==> src/rtl/alu_share_arbiter.sv <==
// Round-robin arbiter sharing one external combinational 32-bit ALU among NREQ requesters,
// with one registered response slot per requester and an optional owner lock with timeout.
//
// state      | meaning
// -----------+------------------------------------------------------------
// ST_ARB     | round-robin among all eligible requesters, starting after rr_ptr
// ST_LOCKED  | only owner may be granted; forced back to ST_ARB after LOCK_MAX idle cycles
module alu_share_arbiter #(
  parameter int NREQ     = 2,
  parameter int LOCK_MAX = 16
) (
  input  logic                 clk,
  input  logic                 rst,
  input  logic [NREQ-1:0]      req_valid,
  output logic [NREQ-1:0]      req_ready,
  input  logic [NREQ-1:0]      req_lock,
  input  logic [4*NREQ-1:0]    req_op,
  input  logic [32*NREQ-1:0]   req_a,
  input  logic [32*NREQ-1:0]   req_b,
  output logic [NREQ-1:0]      rsp_valid,
  input  logic [NREQ-1:0]      rsp_ready,
  output logic [32*NREQ-1:0]   rsp_out,
  output logic [3*NREQ-1:0]    rsp_flags,
  output logic [31:0]          alu_a,
  output logic [31:0]          alu_b,
  output logic [3:0]           alu_op,
  input  logic [31:0]          alu_out,
  input  logic                 alu_zero,
  input  logic                 alu_overflow,
  input  logic                 alu_negative,
  output logic                 lock_timeout
);

  localparam int PW = $clog2(NREQ);
  localparam int CW = (LOCK_MAX > 1) ? $clog2(LOCK_MAX) : 1;
  localparam logic [CW-1:0] CNT_LAST = CW'(LOCK_MAX - 1);

  typedef enum logic {ST_ARB, ST_LOCKED} state_t;

  state_t          state, state_nxt;
  logic [PW-1:0]   rr_ptr, owner, gnt_idx, cand;
  logic [CW-1:0]   lock_cnt;
  logic [NREQ-1:0] elig, gnt;
  logic            any_gnt, force_rel;

  // A full slot that is draining this cycle can accept a new result.
  assign elig = req_valid & (~rsp_valid | rsp_ready) & {NREQ{~rst}};

  always_ff @(posedge clk) begin
    if (rst) state <= ST_ARB;
    else     state <= state_nxt;
  end

  always_comb begin
    state_nxt = state;
    force_rel = 1'b0;
    case (state)
      ST_ARB: begin
        if (any_gnt && req_lock[gnt_idx]) state_nxt = ST_LOCKED;
      end
      ST_LOCKED: begin
        if (any_gnt) begin
          if (!req_lock[gnt_idx]) state_nxt = ST_ARB;
        end else if (lock_cnt == CNT_LAST) begin
          state_nxt = ST_ARB;
          force_rel = 1'b1;
        end
      end
      default: state_nxt = ST_ARB;
    endcase
  end

  always_comb begin
    gnt     = '0;
    gnt_idx = '0;
    any_gnt = 1'b0;
    cand    = '0;
    if (state == ST_LOCKED) begin
      if (elig[owner]) begin
        gnt[owner] = 1'b1;
        gnt_idx    = owner;
        any_gnt    = 1'b1;
      end
    end else begin
      for (int k = 1; k <= NREQ; k++) begin
        cand = PW'((int'(rr_ptr) + k) % NREQ);
        if (!any_gnt && elig[cand]) begin
          gnt[cand] = 1'b1;
          gnt_idx   = cand;
          any_gnt   = 1'b1;
        end
      end
    end

    req_ready = gnt;
    alu_a     = '0;
    alu_b     = '0;
    alu_op    = 4'h0;
    for (int i = 0; i < NREQ; i++) begin
      if (gnt[i]) begin
        alu_a  = req_a[i*32 +: 32];
        alu_b  = req_b[i*32 +: 32];
        alu_op = req_op[i*4 +: 4];
      end
    end
  end

  always_ff @(posedge clk) begin
    if (rst) begin
      rr_ptr       <= PW'(NREQ - 1);
      owner        <= '0;
      lock_cnt     <= '0;
      rsp_valid    <= '0;
      rsp_out      <= '0;
      rsp_flags    <= '0;
      lock_timeout <= 1'b0;
    end else begin
      lock_timeout <= force_rel;
      if (any_gnt) rr_ptr <= gnt_idx;

      // A refill in the same cycle as a drain keeps the slot full.
      for (int i = 0; i < NREQ; i++) begin
        if (gnt[i]) begin
          rsp_out[i*32 +: 32] <= alu_out;
          rsp_flags[i*3 +: 3] <= {alu_zero, alu_overflow, alu_negative};
          rsp_valid[i]        <= 1'b1;
        end else if (rsp_ready[i]) begin
          rsp_valid[i]        <= 1'b0;
        end
      end

      if (any_gnt && req_lock[gnt_idx]) begin
        owner    <= gnt_idx;
        lock_cnt <= '0;
      end else if (state == ST_LOCKED && !any_gnt) begin
        lock_cnt <= force_rel ? '0 : lock_cnt + 1'b1;
      end
    end
  end

endmodule

==> config.mk <==
export PLATFORM = sky130hd
export DESIGN_NAME = alu_share_arbiter
export DESIGN_NICKNAME = d
export VERILOG_FILES = /design/src/rtl/alu_share_arbiter.sv
export SDC_FILE = /design/constraint.sdc
export NUM_CORES = 1
export LEC_CHECK = 0
export ABC_CLOCK_PERIOD_IN_PS = 2400
export CORE_AREA = 2 2 127 129
export DETAILED_ROUTE_END_ITERATION = 10
export DIE_AREA = 0 0 129 131
export PLACE_DENSITY = 0.61
export SYNTH_ARGS = -nofsm -noshare
export SYNTH_HDL_FRONTEND = slang
export SYNTH_SLANG_ARGS = --single-unit
==> constraint.sdc <==
create_clock -name clk -period 2.4 [get_ports clk]
set_input_delay 0.48 -clock clk [delete_from_list [all_inputs] [get_ports clk]]
set_output_delay 0.48 -clock clk [all_outputs]
set_load 0.02 [all_outputs]
==> metrics.cfg, run 1 <==
[yosys]
syn_avg_cell_area_um2 = 8.072
synth_edf_count = 0
synthArstFlopShare_pct = 0
synth.largest_area_cell = dfxtp_1
yosysSeqAreaShare_pct = 44.58
synth_compound_area_share_pct = 29.71
synth_area_leaders = dfxtp_1 (45%), a22o_1 (17%), nand2_1 (15%), a21oi_1 (11%), buf_2 (2.4%)
netlist.area_leader.share_pct = 44.58
synthMuxAreaShare_pct = 0.2786
synth_xor_area_share_pct = 0.2438
synth.net_count = 625
synth_cell_types = 35
synth_ff_type = dfxtp_1
synth_top_family_by_area = compound AO/OA/AOI/OAI gates
synth-simple-area-share_pct = 19.33
synthesis.instances = 445
synthAdderAreaFrac_pct = 0.3483
yosys_register_bits = 80
syn-cell-area_mm2 = 0.003592
ys.warnings.count = 0

[hold_path]
hp-start = rsp_out[12]
hold_class = register to register
hold_depth = 2
min_to = rsp_out[12]

[drt]
remaining_drc_errors = 0
drtIter0Drc = 250
drtAntennaViolNets = 0
wl_per_cell_um = 18.88
avgViaCountPerCell = 4.699
drt_wl_total_um = 19000
first_pass_iters = 4
vias = 4727

[sta]
slew_viol_final = 0
fin_crit_sh_pct = 99.60
hold_violations = 0
tightest_slew_ps = 622.0
min_period_ps = 2390
clock_skew_ps = 7.017
clock.fmax_mhz = 418.4
setup_violations = 0
rsz0062_at_grt = true
relSlewSlack_pct = 58.53

[critical_path]
crit_buf_inv = 3
cp_slowest_cell = dfxtp_4
reg2reg_depth = 8
timing.rr.end = owner
reg2reg_setup_slack_ps = 510
r2r_start = state
critPathTopFamily = buffers and inverters
crit_cells = 7
required_ps = 1920
cpPeakStageDelay_ps = 360
cp.arrival_ps = 1910
end_kind = output pin
worstPathCellList = nor2_4 > nand4b_4 > nand4_4 > clkinv_8 > bufbuf_16 > a22o_1 > buf_2
critPathKind = register to output pin
critPathLaunchType = register
critPathMaxFanout = 7

[grt]
grt_max_degree = 61
grtUsageTotal_pct = 21.61
antenna_found_initial = 3
grt_pass1_wl_um = 27610
grt_pass1_vias = 4762
grt-ovfl-total = 0

[die]
start_util_pct = 23.03
core_area_mm2 = 0.01560
die-area_mm2 = 0.01690
dieHeight_um = 131
die_x_um = 129
pin_count = 322
rows = 46

[power]
p_total_mw = 4.159
power_density_mw_per_mm2 = 553.0
ir_drop_mv = 0.3003
leakage_nw = 3.017

[finish]
layout_common_cells = clkdlybuf4s50_1 (246), nand2_1 (146), dfxtp_1 (79)
fin_area_mm2 = 0.007520
nets = 962
drive_above_1_share_pct = 18.04
layout_commonest_cell = clkdlybuf4s50_1
areaGrowthSynthToFinish_pct = 109.3

[clock_tree]
numCtsBuffers = 9
clk_latency_ps = 330
path_clk_slew_ps = 60
clk_path_buf_depth = 2
h-tree-depth = 3
cts_sinks = 80
cts-root-buf = clkbuf_16
cts_tree = yes

[placed_design]
hpwl_um = 13570
place_congestion = 0.9433
numPortBuffers = 321
placedInstanceArea_mm2 = 0.007131

[run_status]
outcome = finished clean

[job]
cap_viol_max_count = 0

worst min-delay path, stage by stage, from the launching register on:
cell and delay (ps):
dfxtp_1 300, nand2_1 50, a21oi_1 50
metrics by stage:
step | std cells | util, % | setup WS [ps] | setup TNS (ps) | hold WS (ps)
global placement | 972 | 45.72 | -632.2 | -38820 | 440.4
CTS | 1002 | 48.09 | 5.477 | 0 | 454.1
detailed placement | 972 | 45.72 | -663.3 | -41780 | 446.3
global route | 1006 | 48.21 | -53.15 | -514.8 | 472.6
floorplan | 445 | - | 252.7 | 0 | 463.4
finish | 1006 | 48.21 | 9.693 | 0 | 452.6
sequential cells by signal, summed over array words and instances (netlist names):
name,cells
owner,1
state,1
lock_timeout,1
rsp_flags,6
rsp_out,64
lock_cnt,4
rsp_valid,2
rr_ptr,1
worst max path at each step:
stage | slack, ps | from | endpoint
after floorplan | 250 | rsp_ready[1] | alu_a[0]
after global placement | -630 | rsp_ready[1] | alu_b[6]
after detailed placement | -660 | req_valid[0] | alu_b[6]
after CTS | 5 | state | alu_a[20]
after global routing | -50 | state | alu_b[25]
final | 10 | state | alu_b[15]
cell type report:
type	instances	area, µm²
Fill cell	1508	8078
Timing Repair Buffer	363	3441
Multi-Input combinational cell	324	1842
Sequential cell	80	1605
Tap cell	216	270.3
Clock buffer	11	232.7
Clock inverter	5	81.33
Inverter	4	40.04
Antenna cell	3	7.507
metal layers:
metal	share of wire [%]	track usage [%]	routed length (µm)
met1	38	24.56	7283
met2	51	38.66	9674
met3	8.3	6.515	1577
met4	2.4	7.417	463
met5	0	0	0
kinds of logic after synthesis:
logic type	Yosys count
compound gates	155
xor+xnor	1
fa+ha+maj	1
buf+inv	41
flops	80
mux	1
simple gates	166
repair_timing:
| item | CTS | global route |
|---|---|---|
| buffers inserted | 6 | 2 |
| setup endpoints to repair | 70 | 30 |
| pin swaps | 5 | 4 |
| hold buffers | 0 | 0 |
| resized for setup | 314 | 12 |
| gates cloned | 8 | 0 |
Yosys cell counts (2+ instances only):
library cell	instances
buf_2	17
o21ai_0	3
a22o_1	68
inv_1	2
nor2b_1	2
nand2_1	147
nor3_1	3
a21oi_1	76
inv_2	2
buf_4	4
clkbuf_1	15
nor2_1	3
dfxtp_1	80
nand3_1	2
report_power, final:
part	switching (mW)	internal, mW
logic	0.606	0.668
registers	0.0423	1.40
clock network	0.534	0.911
total	1.18	2.98
(Power assumes the default switching activity.)
==> inputs of run 2 (changes only) <==
ABC_CLOCK_PERIOD_IN_PS = 3000   (was 2400)
SLEW_MARGIN = 10   (was unset)
clock period = 3 ns   (was 2.4 ns; I/O delays follow)
==> metrics.cfg, run 2 (synthesis results as in run 1) <==
[clock_tree]
clk_latency_ps = 330
clk_path_buf_depth = 2
path_clk_slew_ps = 60
numCtsBuffers = 9
cts_sinks = 80
cts_setup_buffers = 0
cts_tree = yes
h-tree-depth = 3
cts-root-buf = clkbuf_16

[grt]
antenna_found_initial = 1
grt-ovfl-total = 0
grt_max_degree = 61
grtUsageTotal_pct = 20.12
grt_pass1_wl_um = 25910
grt_pass1_vias = 4713

[run_status]
outcome = finished clean

[die]
die-area_mm2 = 0.01690
rows = 46
dieHeight_um = 131
pin_count = 322
core_area_mm2 = 0.01560
die_x_um = 129
start_util_pct = 23.03

[critical_path]
end_kind = output pin
critPathMaxFanout = 8
cp_slowest_cell = clkdlybuf4s50_1
worstPathCellList = clkdlybuf4s50_1 > nand2b_2 > o2111a_1 > nand2_4 > clkinv_2 > buf_4 > a22o_1 > clkdlybuf4s15_1
critPathKind = input port to output pin
r2r_start = state
crit_path_start = rsp_ready[1]
cp.arrival_ps = 2340
cpPeakStageDelay_ps = 390
required_ps = 2400
critPathLaunchType = input port

[hold_path]
hp-start = rsp_out[14]
hold_class = register to register

[power]
power_density_mw_per_mm2 = 424.4
leakage_nw = 2.793
ir_drop_mv = 0.2262

[job]
cap_viol_max_count = 0

[drt]
drtAntennaViolNets = 0
drtIter0Drc = 283
wl_per_cell_um = 17.76
vias = 4598
first_pass_iters = 4
avgViaCountPerCell = 4.659
remaining_drc_errors = 0
drt_wl_total_um = 17530

[finish]
largest_register_ffs = 64
drive_above_1_share_pct = 12.86
layout_common_cells = clkdlybuf4s50_1 (250), nand2_1 (147), dfxtp_1 (80)
areaGrowthSynthToFinish_pct = 104.6
post-route-util_pct = 47.13
regMostFlops = rsp_out
top_regs = rsp_out x64, rsp_flags x6, lock_cnt x4
layout_commonest_cell = clkdlybuf4s50_1
nets = 946
final_cells = 987
fillers = 1505

[sta]
tightest_slew_ps = 616.9
fin_crit_sh_pct = 98.06
slew_viol_final = 0
clock.fmax_mhz = 339.9
relSlewSlack_pct = 58.87
clock_skew_ps = 7.798
timing.hold.ws_ps = 452.5
rsz0062_at_grt = false
setup_violations = 0
min_period_ps = 2942
hold_violations = 0

[placed_design]
dp_cells = 970
numPortBuffers = 321
place_congestion = 0.8807
hpwl_um = 13580

-- run 2: cell count changes in the layout (fill, tap and decap cells not counted), sizes merged, moves of 3 or more --
cell	delta
buf	-81
clkdlybuf4s15	+42
clkbuf	+22
clkdlybuf4s50	+4
bufbuf	-3
-- run 2: per-stage QoR --
step           setup TNS, ps  worst slack [ps]  total power [mW]  instance area [µm²]
2_1_floorplan              0             612.7             1.576                 3592
3_3_place_gp          -15040            -298.2             2.161                 7116
3_5_place_dp          -15680            -318.2             2.167                 7116
4_1_cts                    0            0.1885             3.160                 7411
5_1_grt                    0             1.082             3.266                 7351
6_report                   0             58.26             3.120                 7351
-- run 2: worst paths after layout --
check,slack [ps],cells past startpoint,endpoint
setup / recovery,60,8,alu_b[16]
hold / removal,450,2,rsp_out[14]
setup reg to reg,1330,6,lock_cnt[3]
hold reg to reg,450,2,rsp_out[14]
-- run 2: what timing repair did --
action                                  4_1_cts  5_1_grt
gates cloned                                  1        0
resized for setup                           134       55
hold buffers                                  0        0
endpoints found under the setup margin       70       64
hold endpoints to repair                      0        0
-- run 2: routing by layer --
| metal | up-vias | global-route usage, % | share of wire, % |
|---|---|---|---|
| met4 | 0 | 7.225 | 2.0 |
| met1 | 2142 | 22.68 | 39 |
| met5 | - | 0 | 0 |
| li1 | 2205 | - | - |
| met2 | 229 | 35.08 | 50 |
| met3 | 22 | 7.370 | 8.8 |
-- run 2: final cells by class --
class                      instances  area (µm²)  share of cell area, %
tap                              216       270.3                  3.677
inverter                           4       18.77                 0.2553
antenna                            1       2.502                0.03404
timing repair buffer             347        3388                  46.09
clock buffer                      13       260.3                  3.540
clock inverter                     2       13.76                 0.1872
sequential                        80        1602                  21.79
multi-input combinational        324        1795                  24.43
-- run 2: report_power, final --
| group | internal [mW] | leakage (nW) | switching, mW |
|---|---|---|---|
| Combinational | 0.500 | 2.00 | 0.456 |
| Sequential | 1.12 | 0.653 | 0.0323 |
| Clock | 0.603 | 0.136 | 0.410 |
-- run 2: worst max-delay path, delay by kind of cell --
kind	cells	cell delay, ps
AOI/OAI and AO/OA	2	450
and+or+nand+nor	2	290
buffers and inverters	4	1010
==> RTL edit (config.mk and constraints of run 1) <==
Register the output `rsp_flags` once more, with the module's reset; this adds one clock of latency there. The other outputs are not delayed to match.
--- a/src/rtl/alu_share_arbiter.sv
+++ b/src/rtl/alu_share_arbiter.sv
@@ -38,2 +38,4 @@
   typedef enum logic {ST_ARB, ST_LOCKED} state_t;
+
+  logic [3*NREQ-1:0] rsp_flags_s0;
 
@@ -114,3 +116,3 @@
       rsp_out      <= '0;
-      rsp_flags    <= '0;
+      rsp_flags_s0 <= '0;
       lock_timeout <= 1'b0;
@@ -124,3 +126,3 @@
           rsp_out[i*32 +: 32] <= alu_out;
-          rsp_flags[i*3 +: 3] <= {alu_zero, alu_overflow, alu_negative};
+          rsp_flags_s0[i*3 +: 3] <= {alu_zero, alu_overflow, alu_negative};
           rsp_valid[i]        <= 1'b1;
@@ -140,2 +142,10 @@
 
+  always_ff @(posedge clk) begin
+    if (rst) begin
+      rsp_flags <= '0;
+    end else begin
+      rsp_flags <= rsp_flags_s0;
+    end
+  end
+
 endmodule
Formal check against the unedited RTL: not equivalent (Yosys sat finds a counterexample within 4 cycles, from zero or initial values and one cycle with rst high).
==> RTL edit against run 1 <==
The flow now finishes with violations (setup timing). Power is 4.0% higher. Fmax is 0.78% lower. Sequential cell count is 6 higher. Combinational power is 7% higher. Setup slack worse by 0.019 ns. Design area is 5.1% higher. Routed wire length is 5.5% higher. Area after synthesis is 4.7% higher. Largest cell class unchanged.
==> RTL edit: results <==
[critical_path]
worstRegToRegCells = 13
r2r_slack_ns = 0.08
crit_arrival_ns = 1.93
cpPeakStageDelay_ns = 0.38

[sta]
setup_violations = 2
hold_ws_ns = 0.4519
finClkSkew_ns = 0.006287
max_slew_margin_pct = 66.37
tns_ns = -0.01708
finalWorstSetupSlack_ns = -0.009169

[routing]
wl_um = 20040
routedWlPerCell_um = 19.72

[logic_synthesis]
synthTopCellsByCount = "nand2_1 (141), dfxtp_1 (86), a21oi_1 (73)"
syn-num-nets = 632
seq_area_frac_synth_pct = 45.78
synth_cells = 452

[place]
pre_cts_slack_ns = -0.6629
gpl.final_weighted_congestion = 0.9254
place_area_um2 = 7266

[grt]
grt_max_degree = 50
met2_usage_pct = 37.82
antenna_found_initial = 0
grt_pass1_vias = 4823

[status]
status = "finished, violations left"
violations = "setup timing"

[layout]
diodes = 0
fin_nets = 975

[min_path]
min-delay-start = "rsp_flags_s0[5]$_SDFFE_PP0P_"
## RTL edit: area by class of cell
cell class / instances / area, um^2
clock buffers: 10 / 239.0
clock inverters: 6 / 67.56
fillers: 1451 / 7696
inverters: 4 / 25.02
multi-input cells: 324 / 1878
flip-flops and latches: 86 / 1725
well taps: 216 / 270.3
repair buffers: 370 / 3696
## RTL edit: per-layer routing
layer	part of all wire, %	vias to the layer above
met4	2.4	0
met2	49	245
met1	39	2218
met5	0	-
li1	-	2266
met3	10	29
## RTL edit: what timing repair did
action | in CTS | in global routing
setup endpoints to repair | 70 | 74
endpoints found under the hold margin | 0 | 0
cloned | 3 | 0
pin swaps | 18 | 29
buffers inserted | 21 | 1
resized for setup | 310 | 57
## RTL edit: report_power, final
| group | internal, mW | switching, mW | total, mW |
|---|---|---|---|
| clock network | 0.840 | 0.583 | 1.42 |
| logic | 0.734 | 0.629 | 1.36 |
| registers | 1.50 | 0.0396 | 1.54 |
| total | 3.08 | 1.25 | 4.33 |
## RTL edit: kinds of logic (layout without fill, tap and decap cells)
group	after synthesis	count (layout)	share of synthesized area, %
xor+xnor	1	1	0.2329
flops	86	86	45.78
fa+ha+maj	1	1	0.3326
simple gates	166	166	18.63
mux	4	4	1.164
buf+inv	42	390	5.888
compound gates	152	152	27.98
## RTL edit: how the worst max path moves through the flow
stage	endpoint	slack (ns)	from	depth (start not counted)
6_report	alu_b[3]	-0.009	state$_SDFF_PP0_	9
5_1_grt	alu_b[3]	-0.07	state$_SDFF_PP0_	9
4_1_cts	alu_b[3]	-0.008	state$_SDFF_PP0_	9
3_5_place_dp	alu_a[11]	-0.66	rsp_ready[1]	8
3_3_place_gp	alu_a[11]	-0.66	rsp_ready[1]	8
2_1_floorplan	alu_a[0]	0.23	rst	8
